## config.mk

```make
export PLATFORM = sky130hd
export DESIGN_NAME = pc_gen_flat
export DESIGN_NICKNAME = d
export VERILOG_FILES = /design/src/rtl/reg_defines.sv /design/src/rtl/pc_gen_if.sv /design/src/rtl/pc_ras.sv /design/src/rtl/pc_gen.sv /design/src/flat_wrapper.sv
export SDC_FILE = /design/constraint.sdc
export NUM_CORES = 1
export LEC_CHECK = 0
export BUFFER_PORTS_ARGS = -buffer_cell sky130_fd_sc_hd__clkbuf_2
export CAP_MARGIN = 20
export CORE_MARGIN = 8
export CORE_UTILIZATION = 44
export DETAILED_ROUTE_END_ITERATION = 10
export PLACE_DENSITY = 0.65
export SYNTH_ARGS = -nofsm -noshare
export SYNTH_HDL_FRONTEND = slang
export SYNTH_SLANG_ARGS = --single-unit
```

## constraint.sdc

```tcl
create_clock -name clock -period 5.1 [get_ports clock]
set_input_delay 0.255 -clock clock [delete_from_list [all_inputs] [get_ports clock]]
set_output_delay 0.255 -clock clock [all_outputs]
set_load 0.01 [all_outputs]
```

## src/rtl/reg_defines.sv

```systemverilog
// Shared register-level definitions: machine width, PC step and the fetch
// state encoding used by the PC generator.
package reg_defines;

  localparam int REG_WIDTH = 32;
  localparam int PC_INC    = 4;

  typedef enum logic {
    ST_RUN  = 1'b0,
    ST_HALT = 1'b1
  } pc_state_e;

endpackage

```

## src/rtl/pc_gen_if.sv

```systemverilog
// Fetch request handshake between the PC generator (master) and the fetch unit.
interface pc_gen_if #(
  parameter int XLEN = reg_defines::REG_WIDTH
);

  logic            fetch_valid;
  logic            fetch_ready;
  logic [XLEN-1:0] fetch_pc;

  modport master (output fetch_valid, output fetch_pc, input fetch_ready);
  modport slave  (input fetch_valid, input fetch_pc, output fetch_ready);

endinterface

```

## src/rtl/pc_ras.sv

```systemverilog
// Circular return-address stack: pushes overwrite the oldest entry when full,
// push+pop together replace the top, flush empties it before a same-cycle push.
module pc_ras
  import reg_defines::*;
#(
  parameter int XLEN      = REG_WIDTH,
  parameter int RAS_DEPTH = 4
) (
  input  logic            clock,
  input  logic            reset,
  input  logic            flush,
  input  logic            push,
  input  logic            pop,
  input  logic [XLEN-1:0] push_data,
  output logic [XLEN-1:0] top,
  output logic            empty,
  output logic            full
);

  localparam int PTR_W = $clog2(RAS_DEPTH);
  localparam int CNT_W = PTR_W + 1;

  logic [XLEN-1:0]  mem [RAS_DEPTH];
  logic [PTR_W-1:0] ptr_q;
  logic [CNT_W-1:0] count_q;
  logic [PTR_W-1:0] top_idx;
  logic             do_pop;

  // ptr_q is the next free slot, so the top lives one below it (mod depth).
  assign top_idx = ptr_q - PTR_W'(1);
  assign empty   = (count_q == '0);
  assign full    = (count_q == CNT_W'(RAS_DEPTH));
  assign top     = mem[top_idx];
  assign do_pop  = pop && !empty && !flush;

  // NOTE: state registers use non-blocking assignments so every flop samples
  // the pre-edge values regardless of statement order.
  always_ff @(posedge clock or posedge reset) begin
    if (reset) begin
      ptr_q   <= '0;
      count_q <= '0;
    end else if (flush) begin
      count_q <= push ? CNT_W'(1) : '0;
      if (push) ptr_q <= ptr_q + PTR_W'(1);
    end else if (push && !do_pop) begin
      ptr_q <= ptr_q + PTR_W'(1);
      if (!full) count_q <= count_q + CNT_W'(1);
    end else if (do_pop && !push) begin
      ptr_q   <= top_idx;
      count_q <= count_q - CNT_W'(1);
    end
  end

  // NOTE: entry storage has no reset; count_q alone decides which slots are
  // meaningful, so clearing the array would only cost reset fan-out.
  always_ff @(posedge clock) begin
    if (push) mem[do_pop ? top_idx : ptr_q] <= push_data;
  end

endmodule

```

## src/rtl/pc_gen.sv

```systemverilog
// Program counter generator: prioritised next-PC selection (trap, redirect,
// RAS return, sequential), RUN/HALT fetch control and misalignment flagging.
module pc_gen
  import reg_defines::*;
#(
  parameter int              XLEN      = REG_WIDTH,
  parameter logic [XLEN-1:0] RESET_VEC = XLEN'(32'h3000_0000),
  parameter int              RAS_DEPTH = 4
) (
  input  logic            clock,
  input  logic            reset,
  pc_gen_if.master        fetch,
  input  logic            redirect_valid,
  input  logic [XLEN-1:0] redirect_pc,
  input  logic            trap_valid,
  input  logic [XLEN-1:0] trap_vec,
  input  logic            ras_push,
  input  logic            ras_pop,
  input  logic            halt_req,
  output logic            halted,
  output logic            misalign,
  output logic            ras_empty
);

  pc_state_e       state_q, state_d;
  logic [XLEN-1:0] pc_q, pc_d;
  logic            misalign_q, misalign_d;
  logic [XLEN-1:0] target;
  logic            take_target;
  logic            handshake;
  logic            pop_eff;
  logic [XLEN-1:0] ras_top;
  logic [XLEN-1:0] pc_seq;

  assign pc_seq    = pc_q + XLEN'(PC_INC);
  assign handshake = (state_q == ST_RUN) && fetch.fetch_ready;
  // A RAS return only steers fetch while running and nothing outranks it.
  assign pop_eff   = (state_q == ST_RUN) && ras_pop && !trap_valid
                     && !redirect_valid && !ras_empty;

  pc_ras #(
    .XLEN      (XLEN),
    .RAS_DEPTH (RAS_DEPTH)
  ) u_ras (
    .clock     (clock),
    .reset     (reset),
    .flush     (trap_valid),
    .push      (ras_push),
    .pop       (pop_eff),
    .push_data (pc_seq),
    .top       (ras_top),
    .empty     (ras_empty),
    .full      ()
  );

  // NOTE: every output of this block gets a default first so no path can
  // leave a variable unassigned and infer a latch.
  always_comb begin
    state_d     = state_q;
    pc_d        = pc_q;
    misalign_d  = 1'b0;
    target      = '0;
    take_target = 1'b0;

    if (trap_valid) begin
      target      = trap_vec;
      take_target = 1'b1;
    end else if (redirect_valid) begin
      target      = redirect_pc;
      take_target = 1'b1;
    end else if (pop_eff) begin
      target      = ras_top;
      take_target = 1'b1;
    end

    if (take_target) begin
      pc_d       = {target[XLEN-1:2], 2'b00};
      misalign_d = |target[1:0];
    end else if (handshake) begin
      pc_d = pc_seq;
    end

    unique case (state_q)
      ST_RUN:  if (halt_req && !handshake)     state_d = ST_HALT;
      ST_HALT: if (!halt_req || trap_valid)    state_d = ST_RUN;
      default: state_d = ST_RUN;
    endcase
  end

  always_ff @(posedge clock or posedge reset) begin
    if (reset) begin
      state_q    <= ST_RUN;
      pc_q       <= RESET_VEC;
      misalign_q <= 1'b0;
    end else begin
      state_q    <= state_d;
      pc_q       <= pc_d;
      misalign_q <= misalign_d;
    end
  end

  assign fetch.fetch_valid = (state_q == ST_RUN);
  assign fetch.fetch_pc    = pc_q;
  assign halted            = (state_q == ST_HALT);
  assign misalign          = misalign_q;

endmodule

```

## src/flat_wrapper.sv

```systemverilog
// flat-port wrapper written by rule: the top's interface ports become plain ports
module pc_gen_flat import reg_defines::*;
#(
  parameter int              XLEN      = REG_WIDTH,
  parameter logic [XLEN-1:0] RESET_VEC = XLEN'(32'h3000_0000),
  parameter int              RAS_DEPTH = 4
)
  (clock, reset, redirect_valid, redirect_pc, trap_valid, trap_vec, ras_push, ras_pop, halt_req, halted, misalign, ras_empty, fetch_fetch_valid, fetch_fetch_pc, fetch_fetch_ready);
  pc_gen_if #(.XLEN(XLEN)) fetch_i ();
  input  logic clock;
  input  logic reset;
  input  logic redirect_valid;
  input  logic [XLEN-1:0] redirect_pc;
  input  logic trap_valid;
  input  logic [XLEN-1:0] trap_vec;
  input  logic ras_push;
  input  logic ras_pop;
  input  logic halt_req;
  output logic halted;
  output logic misalign;
  output logic ras_empty;
  output wire logic [$bits(fetch_i.fetch_valid)-1:0] fetch_fetch_valid;
  output wire logic [$bits(fetch_i.fetch_pc)-1:0] fetch_fetch_pc;
  input wire logic [$bits(fetch_i.fetch_ready)-1:0] fetch_fetch_ready;
  assign fetch_fetch_valid = fetch_i.fetch_valid;
  assign fetch_fetch_pc = fetch_i.fetch_pc;
  assign fetch_i.fetch_ready = fetch_fetch_ready;
  pc_gen #(.XLEN(XLEN), .RESET_VEC(RESET_VEC), .RAS_DEPTH(RAS_DEPTH)) u_core (.clock(clock), .reset(reset), .fetch(fetch_i), .redirect_valid(redirect_valid), .redirect_pc(redirect_pc), .trap_valid(trap_valid), .trap_vec(trap_vec), .ras_push(ras_push), .ras_pop(ras_pop), .halt_req(halt_req), .halted(halted), .misalign(misalign), .ras_empty(ras_empty));
endmodule
```

==> metrics.txt <==
Area growth, synth to finish=18.1%; reg2reg setup slack=2160 ps; Final Power=4000 uW; Core Footprint=16500 sq um; worst path cell trace=nor2b_1 -> nand3_1 -> or3_1 -> a21boi_2 -> buf_4; Yosys cell types=53; internal power=2840 uW; R2R cell count=5; DRC errors left=0; Max clock buf depth=2; hpwl dp=13.1 mm; I/O pins=108; Logic pwr share=0.227; Avg WL per Cell=22.5 um; number of max-cap violations=0; crit start category=flip-flop; register area share after synthesis=0.615; postcts setup bufs=0; crit-path max cell delay=690 ps; Synth Register Bits=157; Initial Util=0.448; Buf/Inv on CP=1; Top Family by Delay on Critical Path=simple AND/OR/NAND/NOR gates; hold path cells=3; number of H-tree levels=4; Syn. warnings=0; reg-to-reg endpoint=u_core.u_ras.mem[3][7]; Peak Freq=340 MHz; Crit Path Max Fanout=18; Final Util=0.529; Power Dens Cells=460 nW/um^2; WP data required=5200 ps; relative slew slack=0.371; Resize count post-CTS=0; slowest CP cell=a21boi_2; Horiz. Die Dim=145 um; layout cell share with drive strength beyond 1=0.300; number of iterations in the first detailed-routing pass=5; CTS tree=built; ys flop type=edfxtp_1; Tot GR Track Use=0.182; pin count of the biggest net entering global routing=64; Vias=4919; CP Data Arrival Time=3030 ps; Nets=695; final instance area=8710 sq um; routability cong.=0.793; Sw Share=0.292; ANT cells=0; drt total wl=19.2 mm; Max VDD drop=0.000278 V; clock latency on the worst-skew pair=420 ps; CTS Buf Count=17; Clk pin slew, worst setup/hold paths=60 ps; final max-slew violation count=0; TNS Setup=0 ps; Post-synth EDFFs=120; initial drt markers=467; unrepaired setup endpoints after global routing=false; Tmin final=2940 ps; mean post-synth cell area=14.2 sq um; fin crit share=0.576; clock root buffer=clkbuf_16; Congestion Overflow GR=0; Setup Viol. Count Final=0; Worst Setup Path Type=reg -> reg; Die ar.=21100 sq um; Hold Vio Cnt, Final=0; Cell Rows=47; NetSw=1170 uW; Post-DRT Antenna Nets=0; Fill cells=1398; FFs w/ async S/R, synth=0.236; Hold WS=51.7 ps; crit end category=flip-flop; die height=145 um; Placement Cell Area=8110 sq um; min-delay src=trap_vec[2]; sequential group share of total power=0.469; Gate Count Post-Synth=519; area of the mapped netlist=7370 sq um; worst min-delay path category=in -> reg; number of global-route vias before repair=5103; first-pass GRT wire length=29.6 mm; worst slew pin tran=943 ps; clock sinks=157; clock power share=0.304; Clock Skew=8.17 ps; R2R Path Start=u_core.halted; Leak=0.00317 uW; hold endpoint=u_core.fetch.fetch_pc[2]; status=finished clean; routed vias/inst=5.76; antenna violations before repair=0; Port Buffers=105
==> worst max path at each step <==
stage	startpoint	endpoint	slack, ps	cells past startpoint
4_1_cts	u_core.halted	u_core.u_ras.mem[3][22]	2130	5
2_1_floorplan	u_core.halted	u_core.u_ras.mem[1][10]	1150	5
3_3_place_gp	redirect_valid	u_core.u_ras.mem[0][9]	2000	7
3_5_place_dp	redirect_valid	u_core.u_ras.mem[0][9]	1880	7
5_1_grt	u_core.halted	u_core.u_ras.mem[0][26]	1910	6
6_report	u_core.halted	u_core.u_ras.mem[3][7]	2160	5
==> cells by family after synthesis <==
group                      Yosys count  synth area share
adders and majority gates            2           0.00441
AOI/OAI and AO/OA                   76            0.0760
buffers and inverters               47            0.0273
DFF                                157             0.615
and+or+nand+nor                    147             0.115
other                                1          0.000509
muxes                               32            0.0946
xor gates and xnor gates            57            0.0677
==> state kept, by name (all words and copies together), names as in the netlist <==
name,flops
u_core.u_ras.mem,120
u_core.u_ras.ptr_q,2
u_core.fetch.fetch_pc,30
u_core.u_ras.count_q,3
u_core.halted,1
u_core.misalign,1
==> repair_timing <==
item / 4_1_cts / 5_1_grt
hold endpoints to repair: 35 / 0
setup endpoints to repair: 0 / 0
hold buffers: 1 / 0
==> synthesized netlist by cell type, types with 9 or more instances <==
library cell | number | area share
inv_1 | 9 | 0.0046
nand4_1 | 14 | 0.012
dfrtp_1 | 35 | 0.12
edfxtp_1 | 120 | 0.49
o22ai_1 | 17 | 0.014
nand2_1 | 30 | 0.015
nor2b_1 | 20 | 0.017
xor2_1 | 32 | 0.038
a221oi_1 | 17 | 0.020
mux4_2 | 30 | 0.092
clkbuf_1 | 21 | 0.011
nand3_1 | 26 | 0.018
and3_1 | 10 | 0.0085
nor2_1 | 13 | 0.0066
xnor2_1 | 25 | 0.030
==> cells in the final DEF (no fill, tap or decap), types with 3 or more instances in the layout <==
cell and n:
and2_1 4, a22o_1 7, xor2_1 32, inv_1 9, mux4_2 30, nand4_1 14, clkinv_2 3, nor2_1 12
or3_1 3, and4_1 7, clkinvlp_4 4, and3_1 10, a21oi_1 8, xnor2_1 25, buf_4 12, edfxtp_1 120
o21ai_0 5, o221ai_1 5, nand3_1 26, nor3_1 6, a221oi_1 17, clkbuf_2 105, nor2b_1 20, nand2_1 30
a22oi_1 5, o22ai_1 17, clkbuf_16 17, o211ai_1 3, dfrtp_1 34
==> per-stage QoR <==
| stage | worst slack [ps] | cells |
|---|---|---|
| 2_1_floorplan | 1150 | 520 |
| 5_1_grt | 1910 | 854 |
| 6_report | 2160 | 854 |
| 4_1_cts | 2130 | 853 |
| 3_3_place_gp | 2000 | 820 |
| 3_5_place_dp | 1880 | 820 |
==> power by group through the flow <==
stage               registers (uW)  logic [uW]  clock network (uW)
floorplan                     1800         696                   0
global placement              1890         899                   0
detailed placement            1900         914                   0
CTS                           1880         922                1230
global route                  1900         985                1280
finish                        1880         910                1220
==> per-layer routing <==
metal	up-vias	track usage	routed length (um)
met1	2440	0.240	8180
met5	-	0	0
met3	31	0.0410	1300
li1	2220	-	-
met4	0	0.0677	335
met2	228	0.291	9360
==> tightest hold or removal path: stages <==
cell	delay, ps
clkbuf_2	80
nand2_1	50
o221ai_1	60
==> layout make-up <==
cell class              instances  area (sq um)  area share
clock buffers                  20           447      0.0513
clock inverters                12           121      0.0139
inverters                      10          37.5     0.00431
multi-input cells             316          2650       0.305
flip-flops and latches        157          4530       0.521
well taps                     220           275      0.0316
repair buffers                119           641      0.0736
Note: power is estimated with default switching activity, not from simulation.
